--- config.mk ---
export PLATFORM = sky130hd
export DESIGN_NAME = mute_sched
export DESIGN_NICKNAME = d
export VERILOG_FILES = /design/src/rtl/mute_sched.sv
export SDC_FILE = /design/constraint.sdc
export NUM_CORES = 1
export LEC_CHECK = 0
export CAP_MARGIN = 20
export CORE_MARGIN = 5
export CORE_UTILIZATION = 40
export DETAILED_ROUTE_END_ITERATION = 6
export DONT_BUFFER_PORTS = 1
export HOLD_SLACK_MARGIN = 0.02
export REMOVE_ABC_BUFFERS = 1
export SETUP_SLACK_MARGIN = 0.4
export SLEW_MARGIN = 40
export SYNTH_ARGS = -nofsm -noshare
export SYNTH_HDL_FRONTEND = slang
export SYNTH_SLANG_ARGS = --single-unit
--- constraint.sdc ---
create_clock -name clk -period 6.3 [get_ports clk]
set_input_delay 0.945 -clock clk [delete_from_list [all_inputs] [get_ports clk]]
set_output_delay 0.945 -clock clk [all_outputs]
set_load 0.05 [all_outputs]
--- src/rtl/mute_sched.sv ---
// Frame scheduler that launches a convolution CPU job by job and walks the row/column grid.
// Define MUTE_SCHED_WD_EN to add a RUN-state watchdog that aborts a job after WD_CYC cycles.
module mute_sched #(
  parameter int unsigned RST_CYC = 4,
  parameter int unsigned WD_CYC  = 200000
) (
  input  logic        clk,
  input  logic        reset,
  input  logic        start,
  input  logic [16:0] frame_rows,
  input  logic [16:0] frame_cols,
  input  logic [16:0] row0,
  input  logic [16:0] col0,
  output logic        cpu_reset,
  output logic [16:0] row,
  output logic [16:0] column,
  input  logic        end_cpu,
  input  logic [16:0] next_row,
  input  logic [16:0] next_column,
  output logic        busy,
  output logic        frame_done,
  output logic [15:0] job_count,
  output logic        err
);

  typedef enum logic [2:0] {StIdle, StLoad, StRun, StNext, StDone, StErr} state_e;

  localparam logic [3:0] RstLast = 4'(RST_CYC - 1);

  state_e      state_q;
  logic [1:0]  rst_sync_q;
  logic [16:0] rows_q, cols_q;
  logic [16:0] nr_q, nc_q;
  logic [3:0]  rst_cnt_q;
  logic        end_q;
  logic        end_rise;

`ifdef MUTE_SCHED_WD_EN
  localparam logic [31:0] WdLast = 32'(WD_CYC - 1);
  logic [31:0] wd_cnt_q;
`endif

  assign end_rise = end_cpu & ~end_q;

  // Reset deassertion is synchronized; the FSM only accepts start once this has settled.
  always_ff @(posedge clk or negedge reset) begin
    if (!reset) begin
      rst_sync_q <= 2'b00;
    end else begin
      rst_sync_q <= {rst_sync_q[0], 1'b1};
    end
  end

  always_ff @(posedge clk or negedge reset) begin
    if (!reset) begin
      state_q    <= StIdle;
      cpu_reset  <= 1'b1;
      row        <= '0;
      column     <= '0;
      busy       <= 1'b0;
      frame_done <= 1'b0;
      job_count  <= '0;
      err        <= 1'b0;
      end_q      <= 1'b0;
      rows_q     <= '0;
      cols_q     <= '0;
      nr_q       <= '0;
      nc_q       <= '0;
      rst_cnt_q  <= '0;
`ifdef MUTE_SCHED_WD_EN
      wd_cnt_q   <= '0;
`endif
    end else begin
      end_q      <= end_cpu;
      frame_done <= 1'b0;
      unique case (state_q)
        StIdle: begin
          cpu_reset <= 1'b1;
          busy      <= 1'b0;
          if (start && rst_sync_q[1]) begin
            rows_q    <= frame_rows;
            cols_q    <= frame_cols;
            row       <= row0;
            column    <= col0;
            job_count <= '0;
            err       <= 1'b0;
            busy      <= 1'b1;
            rst_cnt_q <= '0;
            // Also covers frame_rows == 0, since row0 >= 0 always holds.
            if (row0 >= frame_rows) begin
              frame_done <= 1'b1;
              state_q    <= StDone;
            end else begin
              state_q <= StLoad;
            end
          end
        end
        StLoad: begin
          cpu_reset <= 1'b1;
          if (rst_cnt_q == RstLast) begin
            cpu_reset <= 1'b0;
            state_q   <= StRun;
`ifdef MUTE_SCHED_WD_EN
            wd_cnt_q  <= '0;
`endif
          end else begin
            rst_cnt_q <= rst_cnt_q + 4'd1;
          end
        end
        StRun: begin
          if (end_rise) begin
            nr_q    <= next_row;
            nc_q    <= next_column;
            state_q <= StNext;
            if (job_count != 16'hFFFF) begin
              job_count <= job_count + 16'd1;
            end
`ifdef MUTE_SCHED_WD_EN
          end else if (wd_cnt_q == WdLast) begin
            err       <= 1'b1;
            busy      <= 1'b0;
            cpu_reset <= 1'b1;
            state_q   <= StErr;
          end else begin
            wd_cnt_q <= wd_cnt_q + 32'd1;
`endif
          end
        end
        StNext: begin
          cpu_reset <= 1'b1;
          if (nr_q == row && nc_q == column) begin
            // CPU proposed no progress; park it rather than loop forever.
            err     <= 1'b1;
            busy    <= 1'b0;
            state_q <= StErr;
          end else if (nr_q >= rows_q) begin
            frame_done <= 1'b1;
            state_q    <= StDone;
          end else begin
            row       <= nr_q;
            column    <= (nc_q >= cols_q) ? 17'd0 : nc_q;
            rst_cnt_q <= '0;
            state_q   <= StLoad;
          end
        end
        StDone: begin
          cpu_reset <= 1'b1;
          busy      <= 1'b0;
          state_q   <= StIdle;
        end
        StErr: begin
          cpu_reset <= 1'b1;
          busy      <= 1'b0;
          state_q   <= StIdle;
        end
        default: begin
          cpu_reset <= 1'b1;
          busy      <= 1'b0;
          state_q   <= StIdle;
        end
      endcase
    end
  end

endmodule

==> results.py <==
metrics = {
    "logic_synthesis": {
        "yosys_warnings": 0,
        "postSynthAreaPerCell_um2": 9.896,
        "synth_top_area_frac": 0.4489,
        "synth.area.top_cells": "dfrtp_1 (45%), mux2_2 (11%), ha_1 (9.1%)",
        "synth_top_family_by_area": "simple AND/OR/NAND/NOR gates",
        "synth_simple_gate_area_frac": 0.1345,
        "syn_inst": 738,
        "yosysMostFrequentCell": "dfrtp_1",
        "synth_xor_area_frac": 0.05397,
        "synth_flop_cell": "dfrtp_1",
        "ys_seq_area_frac": 0.4525,
        "synth-edff-count": 0,
        "yosys-top-cells-count": "dfrtp_1 (131), nand2_1 (121), inv_1 (74), mux2_2 (69), ha_1 (53)",
        "synth-compound-area-share": 0.1057,
        "synth_mux_area_frac": 0.1064,
        "synth_area_um2": 7303,
        "synth_seq_cells": 132,
        "synth_fa_ha_area_frac": 0.09080,
        "postSynth.asyncResetShare": 1.000,
        "yosysTopAreaCell": "dfrtp_1",
        "synthDistinctLibCells": 50,
    },
    "routing": {
        "drtIter0Drc": 279,
        "post_drt_wl_per_cell_um": 19.96,
        "ant_nets": 0,
        "drt-total-wl_mm": 19.54,
        "drtPass1Iterations": 5,
        "vias": 5246,
        "viasPerCell": 5.359,
        "drc": 0,
    },
    "cts": {
        "numClockSinks": 132,
        "htree_levels": 4,
        "post_cts_buffers": 0,
        "cts_tree": "yes",
        "path_clk_slew_ns": 0.06,
        "cts_root_buffer": "clkbuf_16",
        "ctsHoldBuffers": 0,
        "cts_resized": 0,
        "cts_buffers": 17,
        "max-clock-path-buffers": 2,
        "clk_latency_ns": 0.41,
    },
    "floorplanning": {
        "fp.dieW_um": 145.1,
        "initial_core_util": 0.4066,
        "std_cell_rows": 49,
        "fp.dieH_um": 145.1,
        "pin_count": 160,
        "die_area_um2": 21060,
        "coreArea_um2": 17960,
    },
    "timing": {
        "fin_ws_ns": 2.896,
        "timing.final.crit_share": 0.5404,
        "fin_worst_skew_ns": 0.008281,
        "setup_tns_ns": 0,
        "tightestPinTransition_ns": 0.8051,
        "slew_headroom": 0.4597,
        "rsz0062_at_grt": "false",
        "setup_violations": 0,
        "drv_slew": 0,
        "min_period_ns": 3.404,
        "fmax_mhz": 293.7,
        "hold_violations": 0,
    },
    "place": {
        "post-dp-hpwl_mm": 14.46,
        "portBuffers": 0,
        "post-place-ws_ns": 2.914,
        "dpl_cell_area_um2": 7533,
        "gp_congestion": 0.8589,
    },
    "power_and_ir_drop": {
        "switching_power_w": 0.001780,
        "power_frac_seq": 0.470,
        "p_int_w": 0.002448,
        "p_clk_frac": 0.234,
        "report.power.total_w": 0.004228,
        "netSwitchingFraction": 0.4209,
        "comb_power_share": 0.296,
        "max-vdd-ir-drop_v": 0.0003823,
        "cellPowerDensity_nw_per_um2": 519.9,
        "leakagePower_nw": 3.859,
    },
    "global_routing": {
        "grt_busiest_layer": "met2",
        "track_usage": 0.1848,
        "grt_pass1_vias": 5492,
        "grt_pass1_wl_mm": 30.96,
        "grt-ovfl-total": 0,
        "met3_usage": 0.07795,
        "grt_max_degree": 133,
        "grt_use_met2": 0.2940,
        "antenna_found_initial": 2,
        "grt.met1_usage": 0.2325,
    },
    "finish": {
        "drive_above_1_share": 0.1520,
        "design_area_um2": 8132,
        "nNetsFinal": 896,
        "syn_to_final_growth_pct": 11.34,
        "fillCellCount": 1672,
        "insertedDiodeCount": 0,
    },
    "worst_setup_path": {
        "cp.arrival_ns": 3.70,
        "cp.required_ns": 6.59,
        "path_cells": "inv_1 -> ha_1 -> nand2b_1 -> a2111oi_2 -> nor4_1 -> or4b_4 -> o31ai_4 -> buf_4 -> buf_4 -> mux2_2",
        "path_max_fanout": 18,
        "cpPeakStageDelay_ns": 0.54,
        "critPathBufInv": 3,
        "cp_top_family": "simple AND/OR/NAND/NOR gates",
        "r2r_setup_slack_ns": 2.90,
        "critPathKind": "reg -> reg",
        "cp_slowest_cell": "or4b_4",
        "end_kind": "flip-flop",
        "start_kind": "flip-flop",
        "crit_top_cell": "buf_4",
    },
    "worst_hold_path": {
        "hp-class": "in -> async",
    },
    "run_status": {
        "status": "completed",
    },
    "run": {
        "max-cap-violations": 0,
    },
}
## layout make-up
class,count,area (um2),share of cell area
repair buffers,8,60.06,0.007386
flip-flops and latches,132,3304,0.4064
clock inverters,3,67.56,0.008309
multi-input cells,504,3615,0.4445
inverters,74,277.8,0.03416
well taps,229,286.5,0.03524
clock buffers,29,520.5,0.06401
## per-stage QoR
| stage | hold WS, ns | std cells | util |
|---|---|---|---|
| floorplan | 0.3312 | 710 | - |
| global placement | 0.3369 | 946 | 0.4187 |
| detailed placement | 0.3395 | 947 | 0.4194 |
| CTS | 0.2045 | 979 | 0.4521 |
| global route | 0.1952 | 979 | 0.4527 |
| finish | 0.2235 | 979 | 0.4527 |
## worst reg2reg max path: stages, from the launching register on
cell and delay [ns]:
dfrtp_1 0.40, inv_1 0.06, ha_1 0.26, nand2b_1 0.15
a2111oi_2 0.38, nor4_1 0.10, or4b_4 0.54, o31ai_4 0.40
buf_4 0.30, buf_4 0.31, mux2_2 0.39
## sequential cells by signal (all words and copies together), names as in the netlist, 2 cells and up
| signal | count |
|---|---|
| rst_sync_q | 2 |
| column | 17 |
| cols_q | 17 |
| state_q | 3 |
| rst_cnt_q | 4 |
| rows_q | 17 |
| nr_q | 17 |
| row | 17 |
| job_count | 16 |
| nc_q | 17 |
## worst paths after layout
path,from,cells past startpoint,end
setup / recovery,nr_q[0],10,column[16]
hold / removal,reset,0,job_count[2]
hold reg to reg,rst_sync_q[0],0,rst_sync_q[1]
max in group asynchronous,reset,0,cols_q[8]
min in group clk,rst_sync_q[0],0,rst_sync_q[1]
setup reg to reg,nr_q[0],10,column[16]
## layer usage
metal / up-vias / wire (um) / part of all wire
met2: 172 / 9187 / 0.47
met4: 4 / 365 / 0.019
met5: - / 21 / 0.0011
li1: 2513 / - / -
met3: 30 / 1767 / 0.090
met1: 2527 / 8197 / 0.42
## cell families after synthesis
logic type	Yosys count
AND/OR/NAND/NOR	215
flip-flops	132
AO/OA/AOI/OAI	121
buffers and inverters	102
multiplexers	69
adder cells (fa/ha/maj)	53
XOR/XNOR	45
other	1
## power by group through the flow
stage | logic [W] | clock network (W) | registers [W]
after floorplan | 0.000973 | 0 | 0.00187
after global routing | 0.00144 | 0.00105 | 0.00204
final | 0.00125 | 0.000989 | 0.00199
after detailed placement | 0.00125 | 0 | 0.00201
after global placement | 0.00121 | 0 | 0.00199
after CTS | 0.00127 | 0.00101 | 0.00199
## cells in the final DEF (no fill, tap or decap), types with 18 or more instances in the layout
master / netlist / routed
mux2_2: 69 / 69
nor2_1: 26 / 26
xor2_1: 36 / 36
o31ai_1: 18 / 18
nand2_1: 121 / 120
ha_1: 53 / 53
inv_1: 74 / 74
a21oi_1: 19 / 19
dfrtp_1: 131 / 131
o21ai_0: 47 / 46
No activity file was read; power rests on OpenSTA's default activity.
